**src/rtl/line_pixel_writer.sv**
```systemverilog
// Pixel FIFO, screen clip and framebuffer write sequencer for the line rasteriser.
// Optional LINE_PIXEL_DEDUP_EN drops a pixel identical to the last one queued.
module line_pixel_writer #(
    parameter int DEPTH    = 4,
    parameter int COLOUR_W = 3
) (
    input  logic                Clk,
    input  logic                RESET,
    input  logic                pix_valid,
    output logic                pix_ready,
    input  logic [7:0]          pix_x,
    input  logic [6:0]          pix_y,
    input  logic [COLOUR_W-1:0] pix_colour,
    output logic [14:0]         mem_addr,
    output logic [COLOUR_W-1:0] mem_data,
    output logic                mem_we,
    input  logic                mem_ack,
    output logic                busy,
    output logic [7:0]          clip_count
);
    localparam int AW = $clog2(DEPTH);
    localparam int CW = AW + 1;

    typedef enum logic [1:0] {IDLE, LOAD, WRITE} state_t;
    state_t state, state_nxt;

    logic [7:0]          fifo_x [DEPTH];
    logic [6:0]          fifo_y [DEPTH];
    logic [COLOUR_W-1:0] fifo_c [DEPTH];
    logic [AW-1:0]       wr_ptr, rd_ptr;
    logic [CW-1:0]       count;

    logic [7:0]          hold_x;
    logic [6:0]          hold_y;
    logic [COLOUR_W-1:0] hold_c;

    logic take, clipped, dup, push, pop;

    assign pix_ready = (count != CW'(DEPTH));
    assign take      = pix_valid & pix_ready;
    assign clipped   = (pix_x >= 8'd160) | (pix_y >= 7'd120);
    assign push      = take & ~clipped & ~dup;
    assign pop       = (state == IDLE) && (count != '0);
    assign busy      = (count != '0) | (state != IDLE);

`ifdef LINE_PIXEL_DEDUP_EN
    logic                last_valid;
    logic [7:0]          last_x;
    logic [6:0]          last_y;
    logic [COLOUR_W-1:0] last_c;

    assign dup = last_valid & (pix_x == last_x) & (pix_y == last_y) & (pix_colour == last_c);

    // Only pushed pixels update the reference, so clipped ones never mask a real repeat.
    always_ff @(posedge Clk or posedge RESET) begin
        if (RESET) begin
            last_valid <= 1'b0;
            last_x     <= '0;
            last_y     <= '0;
            last_c     <= '0;
        end else if (push) begin
            last_valid <= 1'b1;
            last_x     <= pix_x;
            last_y     <= pix_y;
            last_c     <= pix_colour;
        end
    end
`else
    assign dup = 1'b0;
`endif

    always_ff @(posedge Clk) begin
        if (push) begin
            fifo_x[wr_ptr] <= pix_x;
            fifo_y[wr_ptr] <= pix_y;
            fifo_c[wr_ptr] <= pix_colour;
        end
    end

    always_ff @(posedge Clk or posedge RESET) begin
        if (RESET) begin
            wr_ptr     <= '0;
            rd_ptr     <= '0;
            count      <= '0;
            clip_count <= '0;
        end else begin
            if (push) wr_ptr <= wr_ptr + AW'(1);
            if (pop)  rd_ptr <= rd_ptr + AW'(1);
            case ({push, pop})
                2'b10:   count <= count + CW'(1);
                2'b01:   count <= count - CW'(1);
                default: count <= count;
            endcase
            if (take && clipped && (clip_count != 8'hFF))
                clip_count <= clip_count + 8'd1;
        end
    end

    always_ff @(posedge Clk or posedge RESET) begin
        if (RESET) state <= IDLE;
        else       state <= state_nxt;
    end

    always_comb begin
        state_nxt = state;
        case (state)
            IDLE:    if (count != '0) state_nxt = LOAD;
            LOAD:    state_nxt = WRITE;
            WRITE:   if (mem_ack) state_nxt = IDLE;
            default: state_nxt = IDLE;
        endcase
    end

    // y*160 built as y*128 + y*32; fits 15 bits for every on-screen pixel.
    always_ff @(posedge Clk or posedge RESET) begin
        if (RESET) begin
            hold_x   <= '0;
            hold_y   <= '0;
            hold_c   <= '0;
            mem_addr <= '0;
            mem_data <= '0;
            mem_we   <= 1'b0;
        end else begin
            if (pop) begin
                hold_x <= fifo_x[rd_ptr];
                hold_y <= fifo_y[rd_ptr];
                hold_c <= fifo_c[rd_ptr];
            end
            if (state == LOAD) begin
                mem_addr <= {1'b0, hold_y, 7'b0} + {3'b0, hold_y, 5'b0} + {7'b0, hold_x};
                mem_data <= hold_c;
                mem_we   <= 1'b1;
            end else if (state == WRITE && mem_ack) begin
                mem_we <= 1'b0;
            end
        end
    end
endmodule

```
**config.mk**
```make
export PLATFORM = sky130hd
export DESIGN_NAME = line_pixel_writer
export DESIGN_NICKNAME = d
export VERILOG_FILES = /design/src/rtl/line_pixel_writer.sv
export SDC_FILE = /design/constraint.sdc
export NUM_CORES = 1
export LEC_CHECK = 0
export ABC_AREA = 1
export BUFFER_PORTS_ARGS = -buffer_cell sky130_fd_sc_hd__buf_2
export CORE_ASPECT_RATIO = 0.6
export CORE_MARGIN = 3
export CORE_UTILIZATION = 41
export DETAILED_ROUTE_END_ITERATION = 6
export HOLD_SLACK_MARGIN = 0.06
export SYNTH_ARGS = -nofsm -noshare
export SYNTH_HDL_FRONTEND = slang
export SYNTH_SLANG_ARGS = --single-unit
```
**constraint.sdc**
```tcl
create_clock -name Clk -period 4.65 [get_ports Clk]
set_input_delay 1.395 -clock Clk [delete_from_list [all_inputs] [get_ports Clk]]
set_output_delay 1.395 -clock Clk [all_outputs]
set_load 0.1 [all_outputs]
```
==> key figures <==
STA
  • Highest Clock Rate: 0.353 GHz
  • Slew Viols, Final: 0
  • Slew headroom: 26.0%
  • Setup slack after layout: 1.82 ns
  • Final hold vios: 0
  • Final setup violation count: 0
  • Period utilization: 60.9%
  • Setup Skew: 0.00854 ns
  • RSZ-0062 raised after global routing: no
  • Final Critical Period: 2.83 ns
  • Setup TNS: 0 ns
  • Worst-Margin Slew: 1.11 ns

Synthesis
  • Ys flop type: edfxtp_1
  • Post-Syn Area: 5640 µm²
  • Post-Syn Nets: 575
  • Sequential fraction of the synthesis area: 62.3%
  • Largest cells by area after synthesis: edfxtp_1, dfrtp_1, nand2_1
  • FFs w/ async S/R, synth: 42.9%
  • Synth Register Bits: 126
  • Synth top area share: 38.3%
  • Syn Area/Cell: 10.6 µm²
  • Cells after Synth: 531
  • Post-synth EDFFs: 72
  • Synth unique cells: 29
  • Yosys top cell by area: edfxtp_1
  • Synth warn: 0

Die
  • Row count: 32
  • Initial Util: 43.0%
  • Die W: 157 µm
  • Chip height: 96.9 µm
  • Core area: 13100 µm²
  • IO Count: 51
  • Die Footprint: 15300 µm²

Worst setup path
  • Setup crit start kind: flop
  • Crit-path max FO: 3
  • Crit path capture type: output port
  • Critical path type: flop to output port
  • Required @ worst endpoint: 3.25 ns
  • Crit path arrival time: 1.44 ns

Global route
  • Vias in the first global route: 3742
  • Grt ovf: 0
  • Largest net degree at the start of global routing: 53
  • Initial antenna violation count: 0
  • GRT Total Usage: 16.1%
  • First-pass GRT wire length: 19.0 mm

Clock network
  • Post-cts resize count: 0
  • Clock Latency Late Sink: 0.41 ns
  • CTS tree: done
  • # clock sinks: 126
  • CTS Hold Bufs: 0
  • Clk slew on worst S/H paths: 0.05 ns
  • Post-CTS Setup Inserts: 0
  • Clk buf depth: 2
  • CTS buffer count: 17
  • Root Buffer: clkbuf_16
  • H-Tree Depth: 4

Routing
  • Vias per Instance: 4.77
  • TritonRoute pass-1 iters: 4
  • Final wirelength: 11.2 mm
  • Initial DRC count: 155
  • Post-route ant nets: 0
  • Drt drc: 0
  • Routed WL per cell: 14.6 µm
  • Vias: 3678

Cells and area
  • Layout cell share with drive strength beyond 1: 20.6%
  • Layout Nets: 632
  • Area Growth Syn to Fin: 17.2%
  • Final instance area: 6610 µm²
  • # diodes: 0
  • Fin util: 50.4%

Job
  • Max capacitance violation total: 0

Placed design
  • Port bufs: 50
  • Final HPWL DP: 7.47 mm
  • GP Congestion: 0.740
  • Dpl cell area: 6010 µm²
  • DP Worst Slack: 1.54 ns

Min path
  • Hold Crit Class: flop to flop

Run status
  • Outcome: finished, final reports clean
==> registers in the layout (all words and copies together) (netlist names) <==
signal,count
hold_c,3
mem_addr,15
mem_we,1
state,2
clip_count,8
count,3
fifo_y,28
mem_data,3
fifo_c,12
hold_x,8
wr_ptr,2
fifo_x,32
rd_ptr,2
hold_y,7
==> routing by layer <==
metal  part of all wire [%]  global-route usage [%]  vias up
met4                   0.54                    5.00        0
li1                       -                       -     1861
met2                     43                    23.3       62
met1                     53                    23.6     1749
met3                    3.6                    4.29        6
met5                      0                       0        -
==> final timing paths <==
path	start	to	slack, ns	cells past startpoint
setup / recovery	count[0]$_DFFE_PP0P_	busy	1.82	3
hold / removal	mem_addr[6]$_DFFE_PP0P_	mem_addr[6]$_DFFE_PP0P_	0.47	2
setup reg to reg	state[1]$_DFFE_PP0P_	count[2]$_DFFE_PP0P_	2.37	9
hold reg to reg	mem_addr[6]$_DFFE_PP0P_	mem_addr[6]$_DFFE_PP0P_	0.47	2
max in group asynchronous	RESET	hold_x[7]$_DFFE_PP0P_	2.71	3
min in group asynchronous	RESET	mem_addr[14]$_DFFE_PP0P_	1.27	2
==> stage by stage <==
| step | hold slack (ns) | instances |
|---|---|---|
| global route | 0.501 | 771 |
| finish | 0.472 | 771 |
| CTS | 0.479 | 771 |
| detailed placement | 0.465 | 739 |
| global placement | 0.455 | 739 |
| floorplan | 0.491 | 531 |
==> Yosys cell counts, types with 2 or more instances <==
cell      count
inv_2         3
nand2_1     102
nor2_2        8
fa_1          3
buf_4         6
nor2_4        2
buf_6         6
inv_4         2
dfrtp_1      54
nand2_4       3
xor2_1        4
edfxtp_1     72
a21oi_1       7
nand3_1      14
nor2_1       82
a21oi_2       4
ha_1         19
inv_1        45
o21ai_0      50
buf_2         5
xnor2_1       5
o21ai_1      16
o21ai_2      13
==> placed cells by master, fill, tap and decap left out <==
| cell | synthesis | layout |
|---|---|---|
| o21ai_1 | 16 | 16 |
| xor2_1 | 4 | 4 |
| nand3_2 | 1 | 1 |
| nor2_2 | 8 | 8 |
| o21a_1 | 1 | 1 |
| nor2_4 | 2 | 2 |
| edfxtp_1 | 72 | 72 |
| dfrtp_1 | 54 | 54 |
| a21oi_1 | 7 | 7 |
| ha_1 | 19 | 19 |
| nand2_2 | 1 | 1 |
| clkinv_2 | 0 | 7 |
| clkinv_1 | 0 | 1 |
| xnor2_1 | 5 | 5 |
| nand3b_1 | 1 | 1 |
| nand2_1 | 102 | 102 |
| bufinv_16 | 0 | 4 |
| o21ai_2 | 13 | 13 |
| fa_1 | 3 | 3 |
| nor2_1 | 82 | 82 |
| buf_2 | 5 | 50 |
| nand2_4 | 3 | 3 |
| o21ai_0 | 50 | 50 |
| inv_2 | 3 | 4 |
| clkbuf_1 | 1 | 1 |
| a31oi_1 | 1 | 1 |
| buf_4 | 6 | 6 |
| inv_1 | 45 | 44 |
| clkbuf_16 | 0 | 17 |
| a21oi_2 | 4 | 4 |
| inv_4 | 2 | 2 |
| clkinvlp_4 | 0 | 2 |
| nand3_1 | 14 | 14 |
==> critical path: stages (launching register included) <==
cell and delay, ns:
dfrtp_1 0.43, nor2_4 0.08, nand3_1 0.10, buf_2 0.43
==> cell families (layout without fill, tap and decap cells) <==
group / count (synthesis) / in the layout / synth area share [%]
AO/OA/AOI/OAI: 92 / 92 / 9.36
XOR/XNOR: 9 / 9 / 1.40
adder cells (fa/ha/maj): 22 / 22 / 5.28
buffers and inverters: 68 / 138 / 5.92
flip-flops: 126 / 126 / 62.3
AND/OR/NAND/NOR: 214 / 214 / 15.8
==> layout make-up <==
class | count | area [µm²]
clock buffers | 18 | 429
clock inverters | 14 | 174
fillers | 1210 | 6520
inverters | 50 | 193
multi-input cells | 337 | 1800
flip-flops and latches | 126 | 3510
well taps | 170 | 213
repair buffers | 56 | 295
Power is not shown: default switching activity piles up to over one toggle a cycle in this logic, so the estimate is an artifact.
